$ cat src/rtl/i2c_bus_arbiter.sv
// Round-robin arbiter sharing one i2c_controller between NUM_REQ requesters.
// The winner's transaction fields are latched onto the controller inputs, the
// execute/busy handshake is driven, and read data plus a one-hot completion
// pulse are returned.
// Optional: define I2C_ARB_TIMEOUT_EN to build the LAUNCH start timeout and err_o.
module i2c_bus_arbiter #(
   parameter int unsigned NUM_REQ       = 2,
   parameter int unsigned START_TIMEOUT = 4096
) (
   input  logic                   clk_i,
   input  logic                   rst_ni,
   input  logic [NUM_REQ-1:0]     req_i,
   input  logic [7*NUM_REQ-1:0]   addr_i,
   input  logic [NUM_REQ-1:0]     rw_i,
   input  logic [8*NUM_REQ-1:0]   reg_id_i,
   input  logic [8*NUM_REQ-1:0]   reg_val_i,
   input  logic [NUM_REQ-1:0]     send_val_i,
   output logic [NUM_REQ-1:0]     gnt_o,
   output logic [NUM_REQ-1:0]     done_o,
   output logic                   err_o,
   output logic [7:0]             rdata_o,
   output logic [6:0]             address_o,
   output logic                   rw_o,
   output logic [7:0]             register_id_o,
   output logic [7:0]             register_value_o,
   output logic                   send_register_value_o,
   output logic                   execute_o,
   input  logic                   busy_i,
   input  logic [7:0]             register_value_i
);

   localparam int unsigned IdxW = (NUM_REQ > 1) ? $clog2(NUM_REQ) : 1;

   typedef enum logic [1:0] {StIdle, StLaunch, StRun, StDone} state_e;

   state_e             state_q, state_d;
   logic [IdxW-1:0]    ptr_q, own_q, own_next, win_idx;
   logic               win_valid;
   logic [NUM_REQ-1:0] win_onehot;
   logic               finish;
   logic               tmo_hit;
   int                 cand;

   logic [NUM_REQ-1:0] gnt_q, done_q;
   logic [7:0]         rdata_q;
   logic [6:0]         address_q;
   logic               rw_q, send_q, execute_q;
   logic [7:0]         reg_id_q, reg_val_q;

   logic [6:0]         addr_a    [NUM_REQ];
   logic [7:0]         reg_id_a  [NUM_REQ];
   logic [7:0]         reg_val_a [NUM_REQ];

   // Split the packed per-requester buses into indexable slices
   always_comb begin
      for (int k = 0; k < NUM_REQ; k++) begin
         addr_a[k]    = addr_i[7*k +: 7];
         reg_id_a[k]  = reg_id_i[8*k +: 8];
         reg_val_a[k] = reg_val_i[8*k +: 8];
      end
   end

   // Round-robin search: first set request at or after the pointer, wrapping
   always_comb begin
      win_valid = 1'b0;
      win_idx   = '0;
      cand      = 0;
      for (int i = 0; i < NUM_REQ; i++) begin
         cand = (int'(ptr_q) + i) % int'(NUM_REQ);
         if (!win_valid && req_i[IdxW'(cand)]) begin
            win_valid = 1'b1;
            win_idx   = IdxW'(cand);
         end
      end
   end

   // Winner one-hot and the pointer value after the current owner finishes
   always_comb begin
      win_onehot = NUM_REQ'(1) << win_idx;
      own_next   = (own_q == IdxW'(NUM_REQ - 1)) ? '0 : own_q + 1'b1;
   end

`ifdef I2C_ARB_TIMEOUT_EN
   localparam int unsigned TmoW = $clog2(START_TIMEOUT) + 1;

   logic [TmoW-1:0] tmo_q;
   logic            err_q;

   assign tmo_hit = (tmo_q == TmoW'(START_TIMEOUT - 1));

   // Start timeout counter; held at zero outside LAUNCH so entry always starts clean
   always_ff @(posedge clk_i or negedge rst_ni) begin
      if (!rst_ni) begin
         tmo_q <= '0;
      end else if (state_q != StLaunch) begin
         tmo_q <= '0;
      end else if (!tmo_hit) begin
         tmo_q <= tmo_q + 1'b1;
      end
   end

   // Error pulse accompanies done_o when the transaction ends straight from LAUNCH
   always_ff @(posedge clk_i or negedge rst_ni) begin
      if (!rst_ni) begin
         err_q <= 1'b0;
      end else begin
         err_q <= finish && (state_q == StLaunch);
      end
   end

   assign err_o = err_q;
`else
   assign tmo_hit = 1'b0;
   assign err_o   = 1'b0;
`endif

   // Next-state logic; busy_i high in IDLE blocks any new grant
   always_comb begin
      state_d = state_q;
      unique case (state_q)
         StIdle: begin
            if (win_valid && !busy_i) state_d = StLaunch;
         end
         StLaunch: begin
            if (busy_i) begin
               state_d = StRun;
            end else if (tmo_hit) begin
               state_d = StDone;
            end
         end
         StRun: begin
            if (!busy_i) state_d = StDone;
         end
         StDone: begin
            state_d = StIdle;
         end
         default: state_d = StIdle;
      endcase
   end

   assign finish = (state_d == StDone) && (state_q != StDone);

   // State register
   always_ff @(posedge clk_i or negedge rst_ni) begin
      if (!rst_ni) begin
         state_q <= StIdle;
      end else begin
         state_q <= state_d;
      end
   end

   // Grant, controller-side field latch, execute handshake and completion
   always_ff @(posedge clk_i or negedge rst_ni) begin
      if (!rst_ni) begin
         gnt_q     <= '0;
         done_q    <= '0;
         rdata_q   <= '0;
         address_q <= '0;
         rw_q      <= 1'b0;
         reg_id_q  <= '0;
         reg_val_q <= '0;
         send_q    <= 1'b0;
         execute_q <= 1'b0;
         ptr_q     <= '0;
         own_q     <= '0;
      end else begin
         done_q <= '0;
         if ((state_q == StIdle) && (state_d == StLaunch)) begin
            gnt_q     <= win_onehot;
            own_q     <= win_idx;
            address_q <= addr_a[win_idx];
            rw_q      <= rw_i[win_idx];
            reg_id_q  <= reg_id_a[win_idx];
            reg_val_q <= reg_val_a[win_idx];
            send_q    <= send_val_i[win_idx];
            execute_q <= 1'b1;
         end
         // execute must be low before the controller drops busy
         if ((state_q == StLaunch) && (state_d != StLaunch)) begin
            execute_q <= 1'b0;
         end
         if (finish) begin
            done_q <= gnt_q;
            gnt_q  <= '0;
            ptr_q  <= own_next;
            if (rw_q) rdata_q <= register_value_i;
         end
      end
   end

   assign gnt_o                 = gnt_q;
   assign done_o                = done_q;
   assign rdata_o               = rdata_q;
   assign address_o             = address_q;
   assign rw_o                  = rw_q;
   assign register_id_o         = reg_id_q;
   assign register_value_o      = reg_val_q;
   assign send_register_value_o = send_q;
   assign execute_o             = execute_q;

endmodule

$ cat config.mk
export PLATFORM = sky130hd
export DESIGN_NAME = i2c_bus_arbiter
export DESIGN_NICKNAME = d
export VERILOG_FILES = /design/src/rtl/i2c_bus_arbiter.sv
export SDC_FILE = /design/constraint.sdc
export NUM_CORES = 1
export LEC_CHECK = 0
export BUFFER_PORTS_ARGS = -buffer_cell sky130_fd_sc_hd__buf_2
export CELL_PAD_IN_SITES_DETAIL_PLACEMENT = 1
export CELL_PAD_IN_SITES_GLOBAL_PLACEMENT = 2
export CORE_MARGIN = 5
export CORE_UTILIZATION = 24
export DETAILED_ROUTE_END_ITERATION = 10
export PLACE_DENSITY_LB_ADDON = 0.05
export SLEW_MARGIN = 20
export SYNTH_ARGS = -nofsm -noshare
export SYNTH_HDL_FRONTEND = slang
export SYNTH_SLANG_ARGS = --single-unit
export TNS_END_PERCENT = 5
$ cat constraint.sdc
create_clock -name clk_i -period 2.2 [get_ports clk_i]
set_input_delay 0.11 -clock clk_i [delete_from_list [all_inputs] [get_ports clk_i]]
set_output_delay 0.11 -clock clk_i [all_outputs]
set_load 0.05 [all_outputs]
==> reports/results.txt <==
status = finished clean
Num CTS Buffers = 5
Pleak = 0.001253 uW
number of global-route vias before repair = 1610
area leader, netlist = dfrtp_1
hpwl dp = 3803 um
hold path start = register_value_i[7]
Post-CTS Setup Inserts = 0
Tcrit/Tclk final = 0.7217
switching part of the total = 0.4980
drt drc = 0
CP required = 2370 ps
Routed WL = 4877 um
sequential share of power = 0.315
Mapped Cells = 134
cells resized by post-CTS repair = 0
placer congestion estimate = 0.7299
Worst slew margin = 0.6362
CTS root buffer = clkbuf_8
Post-synth EDFFs = 0
CP Launch Point = state_q[1]
WHS = 49.54 ps
Pre-antenna DRT Iters = 3
Die Y = 100.4 um
GRT Residual Overflow = 0
internal power = 2164 uW
most common cell in the netlist = mux2_2
Yosys warnings = 0
Layout Skew = 6.350 ps
Post-synth top cells = mux2_2, dfrtp_1, buf_2, buf_6, o21ai_0
Post-Syn Nets = 197
Worst Tran Pin Value = 545.6 ps
Vias = 1438
RSZ-0062 raised after global routing = false
crit path max fanout = 16
GRT Overall Usage = 0.09822
worst vdd ir = 0.6509 mV
CTS Buffer Depth = 2
first-pass GRT wire length = 7769 um
area share of the largest cell type after synthesis = 0.5364
met1 GRT Util = 0.1099
latest clock arrival within the worst-skew pair = 290 ps
fill cell total of the finished layout = 935
setup TNS = 0 ps
startpoint types = register
diode count = 0
die area = 0.01007 mm^2
Initial Utilization = 0.2421
CP endpoint kind = register
PD cells = 1632 mW/mm^2
met3 usage = 0.03405
Port Buffers = 99
clk slew on worst S/H paths = 80 ps
met2 Usage GRT = 0.1743
Slew Limit Fails = 0
io pins = 102
H-tree depth = 2
Syn-to-layout area delta = 34.80%
Hold Path Class = primary input to register
Max Cap Viol = 0
cts hold-fix bufs = 0
Reg-to-Reg Start = state_q[1]
Syn Std Cell Area = 0.001959 mm^2
Die X = 100.4 um
minimum clock period = 1588 ps
Final ANT Viol Nets = 0
starting DRC count in detailed routing = 9
wire per inst = 14.30 um
fin nets = 299
Worst EP arrival = 1750 ps
ys flop type = dfrtp_1
Logic pwr share = 0.578
NetSw = 2146 uW
Yosys reg bits = 42
Hold Vio Cnt, Final = 0
clock share of power = 0.107
Max Fclk = 629.8 MHz
# clock sinks = 42
sequential area share after synthesis = 0.5364
Post-synth ARST share = 1.000
vias per cell = 4.217
initial antenna violation count = 0
Mapped Avg Cell Area = 14.62 um^2
FP Rows = 33
most crowded layer after global routing = met2
distinct cell type count after synthesis = 23
Core ar. = 0.008093 mm^2
Setup Crit Path Kind = register to register
largest cells by area after synthesis = dfrtp_1, mux2_2, buf_6
endpoints failing setup = 0
pin count of the biggest net entering global routing = 43
CTS tree = yes
share of cells above drive strength 1 = 0.7203
-- registers in the layout, summed over array words and instances (netlist names) --
name,count
rdata_o,8
register_id_o,8
register_value_o,8
address_o,7
done_o,2
gnt_o,2
state_q,2
execute_o,1
own_q,1
ptr_q,1
rw_o,1
send_register_value_o,1
-- stage by stage --
stage	std cells	area, um^2	utilization	total power, uW	setup WS, ps
5_1_grt	341	2641	0.3264	4558	520.4
4_1_cts	340	2629	0.3248	4396	586.3
2_1_floorplan	134	1959	-	3302	545.1
3_3_place_gp	333	2552	0.3154	3852	657.5
6_report	341	2641	0.3264	4310	612.2
3_5_place_dp	333	2552	0.3154	3918	607.1
-- per-layer routing --
metal,vias to the layer above,share of wire
li1,681,-
met1,696,0.38
met2,56,0.52
met3,5,0.089
met4,0,0.010
met5,-,0
-- cells by family (layout without fill, tap and decap cells) --
family                 count (synthesis)  in the layout  synth area share
AOI/OAI and AO/OA                      7              7           0.02362
buffers and inverters                 12            114           0.04023
DFF                                   42             42            0.5364
muxes                                 60             60            0.3442
other                                  1              1          0.001914
and+or+nand+nor                       12             12           0.05364
-- layout make-up --
type / count / area [um^2] / area share
flip-flops and latches: 42 / 1051 / 0.3979
multi-input cells: 80 / 829.5 / 0.3141
repair buffers: 105 / 545.5 / 0.2065
well taps: 105 / 131.4 / 0.04974
clock buffers: 7 / 76.32 / 0.02890
inverters: 2 / 7.507 / 0.002842
-- worst max-delay path, cell delays in order (launching register included) --
cell and delay [ps]:
dfrtp_1 500, nor4b_4 310, buf_4 290, mux2_2 370
-- power groups by stage --
stage,Sequential [uW],Combinational (uW),Clock (uW)
2_1_floorplan,2530,767,0
3_3_place_gp,1350,2500,0
3_5_place_dp,1380,2530,0
4_1_cts,1370,2530,493
5_1_grt,1420,2620,526
6_report,1360,2490,462
-- path summary, 6_finish.rpt --
check,to,slack [ps],depth (start not counted)
min in group asynchronous,register_value_o[3],350,2
max reg2reg,register_id_o[3],610,3
min reg2reg,ptr_q,450,1
max,register_id_o[3],610,3
max in group asynchronous,register_id_o[4],1480,2
min,rdata_o[7],50,2
-- layout by cell type, fill, tap and decap left out, types with 3 or more instances in the layout --
master    Yosys  routed
dfrtp_1      42      42
buf_2         3      98
mux2_2       57      57
buf_4         2       6
clkbuf_8      0       5
o21ai_0       3       3
No activity file was read; power rests on OpenSTA's default activity.
